$ cat src/rtl/serial_add_pkg.sv
// ---------------------------------------------------------------------------
// serial_add_pkg
//   Shared definitions for the bit-serial adder/subtractor.
//   - state_t   : controller states (IDLE, RUN, DONE)
//   - cnt_w()   : width of the bit counter for a given operand width
//   - eff_carry : carry injected into bit 0 for add/subtract
// ---------------------------------------------------------------------------
package serial_add_pkg;

  typedef enum logic [1:0] {
    IDLE = 2'd0,
    RUN  = 2'd1,
    DONE = 2'd2
  } state_t;

  // The counter must be able to hold the value WIDTH itself so it never
  // wraps inside an operation, hence WIDTH+1 distinct values.
  function automatic int cnt_w(input int width);
    return $clog2(width + 1);
  endfunction

  // Subtraction is a + ~b + 1, so the carry-in is forced to 1 and the
  // external cin only matters for addition.
  function automatic logic eff_carry(input logic sub, input logic cin);
    return sub ? 1'b1 : cin;
  endfunction

endpackage

$ cat src/rtl/serial_add_fa.sv
// ---------------------------------------------------------------------------
// fa
//   One-bit full adder, purely combinational. This is the single arithmetic
//   element of the serial adder; it is reused once per RUN cycle.
//   Ports:
//     a, b : operand bits
//     ci   : carry in
//     s    : sum bit
//     co   : carry out
// ---------------------------------------------------------------------------
module fa (
  input  logic a,
  input  logic b,
  input  logic ci,
  output logic s,
  output logic co
);

  logic p;

  assign p  = a ^ b;
  assign s  = p ^ ci;
  // Generate when both bits are set, propagate an incoming carry otherwise.
  assign co = (a & b) | (ci & p);

endmodule

$ cat src/rtl/serial_add.sv
// ---------------------------------------------------------------------------
// serial_add
//   Bit-serial adder/subtractor. On an accepted start the operands are
//   latched and processed one bit per clock, LSB first, through a single
//   full adder. The result appears WIDTH clocks after the start edge and is
//   held until the next accepted start.
//
//   Parameters:
//     WIDTH : operand width in bits (1..64)
//   Ports:
//     clk   : rising-edge clock
//     rst_n : asynchronous active-low reset
//     start : begin an operation (accepted in IDLE or DONE, ignored in RUN)
//     sub   : 0 = add, 1 = subtract (sampled with start)
//     a, b  : operands (sampled with start)
//     cin   : carry-in for add, ignored for subtract (sampled with start)
//     busy  : high while the operation is running
//     done  : one-cycle pulse when sum/cout become valid
//     sum   : result
//     cout  : carry-out for add, not-borrow for subtract
// ---------------------------------------------------------------------------
module serial_add
  import serial_add_pkg::*;
#(
  parameter int WIDTH = 8
) (
  input  logic             clk,
  input  logic             rst_n,
  input  logic             start,
  input  logic             sub,
  input  logic [WIDTH-1:0] a,
  input  logic [WIDTH-1:0] b,
  input  logic             cin,
  output logic             busy,
  output logic             done,
  output logic [WIDTH-1:0] sum,
  output logic             cout
);

  localparam int CNT_W = cnt_w(WIDTH);
  // Counter value seen during the final RUN step.
  localparam logic [CNT_W-1:0] LAST_CNT = CNT_W'(WIDTH - 1);

  state_t           state;
  logic [WIDTH-1:0] a_reg;
  logic [WIDTH-1:0] b_reg;
  logic             carry;
  logic [CNT_W-1:0] cnt;
  logic [WIDTH-1:0] sum_reg;
  logic             cout_reg;
  logic             busy_reg;
  logic             done_reg;

  logic             step_s;
  logic             step_co;
  logic [WIDTH-1:0] sum_next;

  // The operand registers shift right every RUN cycle, so bit 0 is always
  // the bit currently being added.
  fa u_fa (
    .a  (a_reg[0]),
    .b  (b_reg[0]),
    .ci (carry),
    .s  (step_s),
    .co (step_co)
  );

  // New result bit enters at the MSB; after WIDTH shifts the first bit
  // computed has reached the LSB. Written as a shift plus a bit write so it
  // stays legal when WIDTH is 1.
  always_comb begin
    sum_next            = sum_reg >> 1;
    sum_next[WIDTH-1]   = step_s;
  end

  // Controller and datapath registers. busy/done are registered alongside
  // the state so they are glitch-free and line up with the state they mark.
  always_ff @(posedge clk or negedge rst_n) begin
    if (!rst_n) begin
      state    <= IDLE;
      a_reg    <= '0;
      b_reg    <= '0;
      carry    <= 1'b0;
      cnt      <= '0;
      sum_reg  <= '0;
      cout_reg <= 1'b0;
      busy_reg <= 1'b0;
      done_reg <= 1'b0;
    end else begin
      done_reg <= 1'b0;
      case (state)
        // A finished result can be followed immediately by a new start;
        // the done pulse for that result is already on the output.
        IDLE, DONE: begin
          if (start) begin
            a_reg    <= a;
            b_reg    <= sub ? ~b : b;
            carry    <= eff_carry(sub, cin);
            cnt      <= '0;
            state    <= RUN;
            busy_reg <= 1'b1;
          end else begin
            state    <= IDLE;
            busy_reg <= 1'b0;
          end
        end

        // start is deliberately not looked at here.
        RUN: begin
          sum_reg <= sum_next;
          carry   <= step_co;
          a_reg   <= a_reg >> 1;
          b_reg   <= b_reg >> 1;
          cnt     <= cnt + 1'b1;
          if (cnt == LAST_CNT) begin
            cout_reg <= step_co;
            state    <= DONE;
            busy_reg <= 1'b0;
            done_reg <= 1'b1;
          end
        end

        default: begin
          state    <= IDLE;
          busy_reg <= 1'b0;
        end
      endcase
    end
  end

  assign busy = busy_reg;
  assign done = done_reg;
  assign sum  = sum_reg;
  assign cout = cout_reg;

endmodule

$ cat config.mk
export PLATFORM = sky130hd
export DESIGN_NAME = serial_add
export DESIGN_NICKNAME = d
export VERILOG_FILES = /design/src/rtl/serial_add_pkg.sv /design/src/rtl/serial_add_fa.sv /design/src/rtl/serial_add.sv
export SDC_FILE = /design/constraint.sdc
export NUM_CORES = 1
export LEC_CHECK = 0
export ABC_CLOCK_PERIOD_IN_PS = 3700
export CAP_MARGIN = 20
export CORE_MARGIN = 5
export CORE_UTILIZATION = 51
export CTS_CLUSTER_DIAMETER = 100
export CTS_CLUSTER_SIZE = 12
export DETAILED_ROUTE_END_ITERATION = 10
export GPL_ROUTABILITY_DRIVEN = 0
export PLACE_DENSITY_LB_ADDON = 0.2
export SLEW_MARGIN = 10
export SYNTH_ARGS = -nofsm -noshare
export SYNTH_HDL_FRONTEND = slang
export SYNTH_SLANG_ARGS = --single-unit
$ cat constraint.sdc
create_clock -name clk -period 3.7 [get_ports clk]
set_clock_uncertainty 0.15 [all_clocks]
set_input_delay 0.74 -clock clk [delete_from_list [all_inputs] [get_ports clk]]
set_output_delay 0.74 -clock clk [all_outputs]
set_load 0.005 [all_outputs]
# Word-level counts from Yosys, hierarchy flattened
# Index checks and enable logic that the tools add are counted.
[totals] regBits=34 latchBits=0 ramBits=0 rom_bits=0 in_bits=21 out_inout_bits=11 wordCells=44 mem_count=0
[op_classes] n_addsub=1 mul=0 div=0 n_lt_le_gt_ge=0 n_eq_ne=5 shift=0 n_mux=18 n_bitwise=6 reduce_logical=5
[op_table] op="case mux 8 bit (2 select lines)" n=2
[op_table] op="2-to-1 mux 8 bit" n=3
[op_table] op="NOT 8 bit" n=1
[op_table] op="case mux 4 bit (2 select lines)" n=1
[op_table] op="2-to-1 mux 1 bit" n=7
[op_table] op="adder 4 x 1 -> 4 bit (second input constant)" n=1
[op_table] op="== test 4 x 3 -> 1 bit (second input constant)" n=1
[op_table] op="2-to-1 mux 4 bit" n=1
[op_table] op="!= test 2 bit (second input constant)" n=2
[op_table] op="case mux 1 bit (2 select lines)" n=2
[op_table] op="case mux 2 bit (2 select lines)" n=1
[op_table] op="AND reduction 2 bit" n=2
[op_table] op="AND 1 bit" n=2
[op_table] op="== test 2 x 1 -> 1 bit (second input constant)" n=1
[op_table] op="== test 2 bit (second input constant)" n=1
[op_table] op="logical NOT 2 bit" n=1
[op_table] op="2-to-1 mux 2 bit" n=1
[op_table] op="nonzero test 2 bit" n=1
[op_table] op="OR reduction 2 bit" n=1
[op_table] op="XOR 1 bit" n=2
[op_table] op="OR 1 bit" n=1

# Depth between registers and ports, before layout
# Gate-level depths: netlist of the first run.
[logic_depth] ltp_word=4 depth_mapped=5 ltp_nobuf=4

# Cells and area by module
# From an unflattened synthesis of the first run, not the netlist that was laid out.
[unflattened] cells_unflattened=110 hier_area_um2=1495.2
[by_module_without_submodules] module="serial_add" n_inst=1 cells_per_inst=109 area_each_um2=1475.2 seq_area_each_um2=825.8
[by_module_without_submodules] module="fa" n_inst=1 cells_per_inst=1 area_each_um2=20.0 seq_area_each_um2=0.0

# Least setup slack after synthesis of the first run
# No wires, ideal clock.
[synth_timing] path_type="input -> register" start="in start" end="reg a_reg[1]" setup_ps=118 t_arrival_ps=1395 required_ps=3432 slack_ps=2037 stages=4 n_path_buf=1 path_cell_list="and2b_1 > buf_4 > a22o_1 > a21o_1"
[synth_between] elab_chain_cells=2
[synth_rtl] element="start, declared" line_no="serial_add.sv:29" text="input logic start,"
[synth_rtl] element="!= test 2 bit (no line)"
[synth_rtl] element="AND reduction 2 bit (no line)"
[synth_rtl] element="end signal, assigned" line_no="serial_add.sv:112" text="a_reg <= a_reg >> 1;"
[synth_rtl] element="end, declared" line_no="serial_add.sv:45" text="logic [WIDTH-1:0] a_reg;"
# No other way between the ends.
# A chain may end at the register's enable or synchronous reset.

# Worst setup path in the final report of the first run
[layout_timing] start="reg busy_reg (netlist: busy)" end="out busy"
[layout_rtl] element="start, declared" line_no="serial_add.sv:51" text="logic busy_reg;"
[layout_rtl] element="start signal, assigned" line_no="serial_add.sv:87" text="busy_reg <= 1'b0;"
[layout_rtl] element="start signal, assigned" line_no="serial_add.sv:101" text="busy_reg <= 1'b1;"
[layout_rtl] element="start signal, assigned" line_no="serial_add.sv:104" text="busy_reg <= 1'b0;"
[layout_rtl] element="end, declared" line_no="serial_add.sv:34" text="output logic busy,"
# No word-level cell between the ends.

==> results.md, run 1 <==
Timing:
- Setup repair after global routing left no endpoint under its margin.
- The count of final max-slew check failures is 0.
- Setup violations remaining at the end of the flow were counted as 0.
- After layout, the minimum clock period comes to 2120 ps.
- The smallest setup slack after layout is 1580 ps.
- At the pin with the least slew margin, the transition time is a little under 800 ps.
- Summed over all failing endpoints, the final setup total negative slack is 0 ps.
- In the finished design, the share of the clock period the worst path needs comes to between 50% and 60%.
- The upper clock frequency limit is 472 MHz.
- The count of endpoints failing hold in the final timing report is 0.
- Measured against its own limit, the worst slew margin works out to 47.2%.

Route:
- The total wire length after detailed routing is 2530 um.
- The post-detailed-route via-to-cell ratio is about 5.7.
- The number of nets still failing antenna checks after routing is 0.
- The number of DRC violations after detailed-routing iteration 0 is 21.
- The number of detailed-route iterations in the first pass is 4.
- After detailed routing, the number of remaining DRC violations is 0.
- Dividing the detail-routed wire length by the instance count gives 14.5 um.
- The number of vias in the routed layout is 991.

Synthesis:
- Synthesis instantiated 26 different standard cells from the library.
- For this run, the number of Yosys warnings is 0.
- Counting flops and latches in the post-synthesis netlist gives 33.
- The cell count after synthesis came out at 111.
- For this run, the register share of the synthesized area comes to 55.7%.
- The number of nets in the synthesized netlist is 134.
- In this run the mean area of a mapped cell was about 13 um^2.
- The cell area that synthesis handed to floorplanning was 1480 um^2.

Worst setup path:
- The logic depth of the worst setup path including buffers is 1.
- The arrival time of the worst setup path is 1230 ps.
- The gate family responsible for the most delay along the worst path is buffers and inverters.
- The sum of buffers and inverters on the critical path is 1.
- STA classifies the critical path endpoint as an output pin.
- The kind of start point of the critical path is a flop.
- The critical setup path kind is flop to output pin.
- In this design, the stage delay of the slowest critical-path cell is roughly 520 ps.
- In this run the worst setup path begins at busy$_DFFE_PN0P_.
- In this run the critical register-to-register path is captured at cout$_DFFE_PN0P_.
- The critical path ends at busy.
- The register-to-register path setup slack is roughly 1700 ps.
- The worst register-to-register path has a depth of 3.
- At the worst endpoint, the required time is 2810 ps.
- Traced cell by cell, the critical path runs through clkdlybuf4s50_1.
- The slowest stage of the critical path is the sky130_fd_sc_hd__clkdlybuf4s50_1 cell.
- Along the worst path, the maximum fanout reaches 4.
- The critical register-to-register path startpoint is busy$_DFFE_PN0P_.

GRT:
- Global routing used 5.43% of the available met3 tracks.
- The initial antenna violation count is 0.
- The first-pass GRT wire length is 4350 um.
- Entering global routing, the biggest net connects 34 pins.
- The global-route met1 utilization is roughly 16%.
- The number of global-route vias before repair is 1012.
- The fraction of met2 tracks used by global routing is between 20% and 30%.
- After global routing, the most crowded layer is met2.
- The overflow left after global routing is 0.
- The total track usage is 13.5%.

Place:
- Detailed placement ended at an HPWL of 1820 um.
- The number of cells after detailed placement is 166.
- The number of I/O port buffers is 31.
- The total cell area at the placement stage is around 1800 um^2.
- At the placement stage, the worst setup path has a slack of 1270 ps.

Floorplanning:
- The total die area is 4080 um^2.
- The initialized floorplan defines 19 standard-cell rows.
- The initial utilization of the core area, before any placement, comes to a little over half.
- From left edge to right edge, the die measures roughly 64 um.
- The y dimension of the die is 63.9 um.
- The area of the core is ~2800 um^2.
- The count of pins on the block boundary is 32.

CTS:
- TritonCTS built the clock tree.
- After clock tree synthesis, the flow added hold-fix buffers numbering 0.
- The number of gates resized after CTS was 0.
- The clock latency on the worst-skew pair is about 320 ps.
- The number of CTS-inserted buffers is 5.
- The clock transition time at the flip-flop clock pins of the worst setup and hold paths is 90 ps.
- The maximum clock path buffer count is 2.
- The number of sinks on the clock net is 33.
- The tree is rooted in a sky130_fd_sc_hd__clkbuf_4.
- The post-CTS setup buffer count is 0.
- The number of H-tree levels is 2.

Finish:
- The share of post-route cells with drive strength above 1 is 8.39%.
- From synthesis to final layout, the design area changed by 23.1%.
- The final instance area is 1820 um^2.
- The total inserted antenna cells is 0.
- The number of nets in the finished design is between 150 and 200.
- Excluding fillers, the count of instances in the completed layout stands at 174.

Hold path:
- The startpoint identified for the worst hold timing path is a_reg[6]$_DFFE_PN0P_.
- The worst hold path belongs to the class flop to flop.

Job:
- The tool flagged a number of max-cap violations equal to 0.

Power:
- In this run the power density over the cells is around 800 nW/um^2.
- The analysis attributes to cell leakage a power of 0.839 nW.
- The maximum resistive drop on vdd is 0.559 mV.

Run status:
- The run finished with clean final reports.
cell type report:
| cell class | count | area (um^2) |
|---|---|---|
| clock buffer | 8 | 48.8 |
| fill | 250 | 957 |
| multi-input combinational | 70 | 593 |
| sequential | 33 | 826 |
| tap | 31 | 38.8 |
| timing repair buffer | 32 | 318 |
layout by cell type, fill, tap and decap left out:
master and count:
sky130_fd_sc_hd__nor2_1 10, sky130_fd_sc_hd__nor3b_4 1, sky130_fd_sc_hd__a22o_1 11, sky130_fd_sc_hd__clkdlybuf4s50_1 31
sky130_fd_sc_hd__mux2_2 3, sky130_fd_sc_hd__clkbuf_1 3, sky130_fd_sc_hd__o21ai_0 1, sky130_fd_sc_hd__nor2b_1 1
sky130_fd_sc_hd__buf_4 1, sky130_fd_sc_hd__nor2_4 1, sky130_fd_sc_hd__dfrtp_1 33, sky130_fd_sc_hd__and2b_1 1
sky130_fd_sc_hd__xnor2_1 8, sky130_fd_sc_hd__a21o_1 7, sky130_fd_sc_hd__fa_1 1, sky130_fd_sc_hd__clkbuf_4 5
sky130_fd_sc_hd__a221o_1 8, sky130_fd_sc_hd__ha_1 1, sky130_fd_sc_hd__xor2_1 1, sky130_fd_sc_hd__nand2_1 3
sky130_fd_sc_hd__nor2b_4 1, sky130_fd_sc_hd__nand4_1 1, sky130_fd_sc_hd__mux2_1 6, sky130_fd_sc_hd__mux2i_1 2
sky130_fd_sc_hd__nand2b_1 1, sky130_fd_sc_hd__nor3b_1 1
synthesized netlist by cell type:
master                     number  area [um^2]
sky130_fd_sc_hd__o21ai_0        1         5.00
sky130_fd_sc_hd__a21o_1         7         52.6
sky130_fd_sc_hd__nor3b_1        1         7.51
sky130_fd_sc_hd__nand4_1        1         6.26
sky130_fd_sc_hd__mux2_2         3         33.8
sky130_fd_sc_hd__ha_1           1         12.5
sky130_fd_sc_hd__clkbuf_1       1         3.75
sky130_fd_sc_hd__dfrtp_1       33          826
sky130_fd_sc_hd__nor2b_4        1         13.8
sky130_fd_sc_hd__nor2_4         1         11.3
sky130_fd_sc_hd__nor2b_1        1         6.26
sky130_fd_sc_hd__xnor2_1        8         70.1
sky130_fd_sc_hd__a221o_1        8         80.1
sky130_fd_sc_hd__nor2_1        10         37.5
sky130_fd_sc_hd__a22o_1        11         96.3
sky130_fd_sc_hd__nor3b_4        1         18.8
sky130_fd_sc_hd__buf_6          3         33.8
sky130_fd_sc_hd__nand2b_1       1         6.26
sky130_fd_sc_hd__buf_4          2         15.0
sky130_fd_sc_hd__fa_1           1         20.0
sky130_fd_sc_hd__and2b_1        1         7.51
sky130_fd_sc_hd__xor2_1         1         8.76
sky130_fd_sc_hd__buf_2          2         10.0
sky130_fd_sc_hd__nand2_1        3         11.3
sky130_fd_sc_hd__mux2i_1        2         20.0
sky130_fd_sc_hd__mux2_1         6         67.6
through the flow:
| step | hold slack, ps | total power [mW] | util, % |
|---|---|---|---|
| global placement | 310 | 1.23 | 63.8 |
| detailed placement | 318 | 1.26 | 63.8 |
| global route | 371 | 1.54 | 65.6 |
| finish | 336 | 1.42 | 65.6 |
| floorplan | 294 | 1.08 | - |
| CTS | 339 | 1.45 | 65.6 |
worst min path at each step:
stage | endpoint | slack, ps | cells after the start
after floorplan | a_reg[0]$_DFFE_PN0P_ | 290 | 0
after global placement | a_reg[3]$_DFFE_PN0P_ | 310 | 1
after detailed placement | a_reg[6]$_DFFE_PN0P_ | 320 | 1
after CTS | a_reg[6]$_DFFE_PN0P_ | 340 | 1
after global routing | a_reg[3]$_DFFE_PN0P_ | 370 | 1
final | a_reg[6]$_DFFE_PN0P_ | 340 | 1
kinds of logic (layout without fill, tap and decap cells):
group	Yosys count	in the layout	synth area share, %
adder cells (fa/ha/maj)	2	2	2.20
buffers and inverters	8	40	4.22
multiplexers	11	11	8.19
XOR/XNOR	9	9	5.32
AO/OA/AOI/OAI	27	27	15.8
AND/OR/NAND/NOR	21	21	8.53
flip-flops	33	33	55.7
routing by layer:
metal | part of all wire (%) | vias up | wire length, um
li1 | - | 461 | -
met1 | 43 | 496 | 1080
met2 | 48 | 29 | 1220
met3 | 7.5 | 5 | 190
met4 | 1.2 | 0 | 31
met5 | 0 | - | 0
power by group:
group	internal (mW)	switching, mW	total [mW]
logic	0.362	0.244	0.606
registers	0.527	0.108	0.634
clock network	0.0757	0.107	0.183
(Power assumes the default switching activity.)
==> run 2, diff against run 1 <==
--- a/config.mk
+++ b/config.mk
@@ -5,10 +5,10 @@
 export SDC_FILE = /design/constraint.sdc
 export NUM_CORES = 1
 export LEC_CHECK = 0
-export ABC_CLOCK_PERIOD_IN_PS = 3700
+export ABC_CLOCK_PERIOD_IN_PS = 2160
 export CAP_MARGIN = 20
 export CORE_MARGIN = 5
-export CORE_UTILIZATION = 51
+export CORE_UTILIZATION = 49
 export CTS_CLUSTER_DIAMETER = 100
 export CTS_CLUSTER_SIZE = 12
 export DETAILED_ROUTE_END_ITERATION = 10
==> constraint.sdc (replaced) <==
create_clock -name clk -period 2.16 [get_ports clk]
set_clock_uncertainty 0.15 [all_clocks]
set_input_delay 0.432 -clock clk [delete_from_list [all_inputs] [get_ports clk]]
set_output_delay 0.432 -clock clk [all_outputs]
set_load 0.005 [all_outputs]
==> run 2 against run 1 <==
  * Largest cell class unchanged
  * Largest power group unchanged
  * Routed wire length is 1.4% lower
  * Die area up 3.4%
  * Sequential share of layout area fell by 1.5 points
  * Clock power rose to 2.6 times the previous value
  * Design area grew 3.4%
  * Count of clock-buffer cells in the layout decreased by 1
==> results.md, run 2 (synthesis results as in run 1) <==
CTS:
- The total of cells resized after clock tree synthesis was 0 (unchanged).
- The tree is rooted in a sky130_fd_sc_hd__clkbuf_4.
- The number of sinks on the clock net is 33 (unchanged).
- The number of hold buffers added after CTS is 0 (unchanged).
- The clock transition time at the flip-flop clock pins of the worst setup and hold paths is 100 ps (about the same).
- The number of CTS-inserted buffers is 5 (unchanged).
- The number of H-tree levels was 2 (unchanged).
- The post-CTS setup buffer count is 0 (unchanged).
- The CTS tree is yes.
- The clock latency on the worst-skew pair is 330 ps (about the same).
- The maximum clock path buffer count was 2 (unchanged).

Route:
- The routed wire length per instance is 13.9 um (-4.1%).
- After detailed routing, no signal wire sits above met4.
- The number of remaining DRC errors came to 0 (unchanged).
- The length of routed met2 wiring is 1140 um (-7.2%).
- The number of detailed-route iterations in the first pass came to 4 (unchanged).
- The number of DRC violations after detailed-routing iteration 0 is 30 (+43%).
- The met1 wire length is 1150 um (+6.7%).
- The post-detailed-route via-to-cell ratio is 5.45 (-4.4%).
- The number of nets still failing antenna checks after routing was 0 (unchanged).
- The length of routed met3 wiring came to 124 um (-35%).
- The total wire length after detailed routing is 2490 um (-1.4%).
- The number of vias in the routed layout is 975 (-1.6%).

Timing:
- The accumulated negative setup slack came to 0 ps (unchanged).
- The count of final max-slew check failures is 0 (unchanged).
- The transition at the pin with the smallest max-transition slack was 448 ps (-341 ps).
- For the finished layout, the period the worst path requires is 1820 ps.
- The normalized max-slew margin is 70.0% (+23 points).
- The final count of negative-setup-slack endpoints is 0 (unchanged).
- The upper clock frequency limit is 551 MHz.
- The count of endpoints failing hold in the final timing report came to 0 (unchanged).
- After layout, the worst path uses 84.0% of the clock period.
- The smallest setup slack after layout was 345 ps (-1240 ps).
- The minimum hold slack was 337 ps (+0.564 ps).
- Setup repair after global routing left no endpoint under its margin.

Floorplanning:
- The area of the core is 2980 um^2 (+7.1%).
- The total die area is 4220 um^2 (+3.4%).
- The count of pins on the block boundary is 32 (unchanged).
- The initial core utilization is 49.7% (-3.5 points).
- The die width was 65.0 um (+1.7%).
- The y dimension of the die is 65.0 um (+1.7%).
- The row count was 20 (+1).

GRT:
- The overflow left after global routing is 0 (unchanged).
- The pin count of the biggest net entering global routing was 34 (unchanged).
- The first-pass GRT wire length was 4450 um (+2.2%).
- The total track usage is 14.2% (+0.72 points).
- The number of global-route vias before repair was 1023 (+1.1%).
- The initial antenna violation count came to 0 (unchanged).

Finish:
- The leading cell type in the layout, fill and taps excluded is sky130_fd_sc_hd__dfrtp_1.
- The count of non-filler cells in the finished layout is 179 (+2.9%).
- The utilization after layout is 63.3% (-2.3 points).
- The total inserted antenna cells is 0 (unchanged).
- The number of nets in the finished design is 168 (+1.8%).
- The area overhead of the layout relative to synthesis is 27.3%.
- The top cell types in the final layout, fill and taps aside, are sky130_fd_sc_hd__dfrtp_1, sky130_fd_sc_hd__clkdlybuf4s50_1, sky130_fd_sc_hd__a22o_1.
- The share of post-route cells with drive strength above 1 was 11.6% (+3.3 points).
- The final instance area is 1890 um^2 (+3.4%).

Power:
- The power per cell area was 1390 nW/um^2 (+78%).
- The cell leakage power is 0.872 nW (+4.0%).
- The sum of internal, switching and leakage power came to 2.62 mW (+84%).
- The maximum resistive drop on vdd is 0.597 mV (+6.8%).

Place:
- The pre-CTS setup slack is 188 ps (-1080 ps).
- The number of cells after detailed placement was 171 (+3.0%).
- The number of I/O port buffers is 31 (unchanged).
- The total cell area at the placement stage is 1800 um^2 (+1.4%).
- The post-detailed-placement half-perimeter wirelength is 1780 um (-2.1%).

Run status:
- The flow ran to the end, and the final reports show no timing, DRC or antenna violations.

Worst setup path:
- The sum of buffers and inverters on the critical path is 1 (unchanged).
- The delay of the slowest cell on the worst path was 520 ps (about the same).
- Among all stages on the critical path, the largest delay is contributed by sky130_fd_sc_hd__clkdlybuf4s50_1.
- The arrival time of the worst setup path was 1230 ps (about the same).
- The gate family responsible for the most delay along the worst path is buffers and inverters.
- The critical-path maximum fanout is 4 (unchanged).
- STA classifies the critical path endpoint as an output pin.
- The required time at the worst-slack endpoint came to 1580 ps (-1230 ps).
- The kind of start point of the critical path is a flop.
- The critical path goes through clkdlybuf4s50_1.
- The critical setup path kind is flop to output pin.

Hold path:
- The min-delay analysis places its worst path in the category input pin to asynchronous set/reset pin.

Job:
- The total of max-cap violations is 0 (unchanged).
## run 2: changes by cell type in the layout (fill, tap and decap cells not counted)
| cell | before | now |
|---|---|---|
| sky130_fd_sc_hd__bufinv_16 | 0 | 1 |
| sky130_fd_sc_hd__clkbuf_1 | 3 | 1 |
| sky130_fd_sc_hd__buf_4 | 1 | 4 |
| sky130_fd_sc_hd__clkbuf_8 | 0 | 1 |
## run 2: power by group
| group | total [mW] | internal, mW | leakage, nW | switching, mW |
|---|---|---|---|---|
| logic | 1.06 | 0.648 | 0.414 | 0.417 |
| registers | 1.08 | 0.902 | 0.412 | 0.181 |
| clock network | 0.473 | 0.276 | 0.0455 | 0.196 |
| total | 2.62 | 1.83 | 0.872 | 0.794 |
## run 2: area by class of cell
class	instances	area, um^2
clock buffers	7	55.1
well taps	33	41.3
multi-input cells	70	593
fillers	231	1090
repair buffers	35	340
flip-flops and latches	33	826
clock inverters	1	30.0
## run 2: final timing paths
| kind | from | end | slack (ps) | depth (start not counted) |
|---|---|---|---|---|
| worst max-delay path | busy$_DFFE_PN0P_ | busy | 340 | 1 |
| worst min-delay path | rst_n | sum[3]$_DFFE_PN0P_ | 340 | 2 |
| worst max register to register | busy$_DFFE_PN0P_ | b_reg[4]$_DFFE_PN0P_ | 500 | 4 |
| worst min register to register | a_reg[4]$_DFFE_PN0P_ | a_reg[4]$_DFFE_PN0P_ | 340 | 1 |
| max in group asynchronous | rst_n | cnt[3]$_DFFE_PN0P_ | 1230 | 2 |
| min in group clk | a_reg[4]$_DFFE_PN0P_ | a_reg[4]$_DFFE_PN0P_ | 340 | 1 |
## run 2: metal layers
metal  up-vias  global-route usage (%)
met5         -                       0
li1        467                       -
met3         7                    4.51
met4         0                    8.71
met1       473                    16.7
met2        28                    22.3
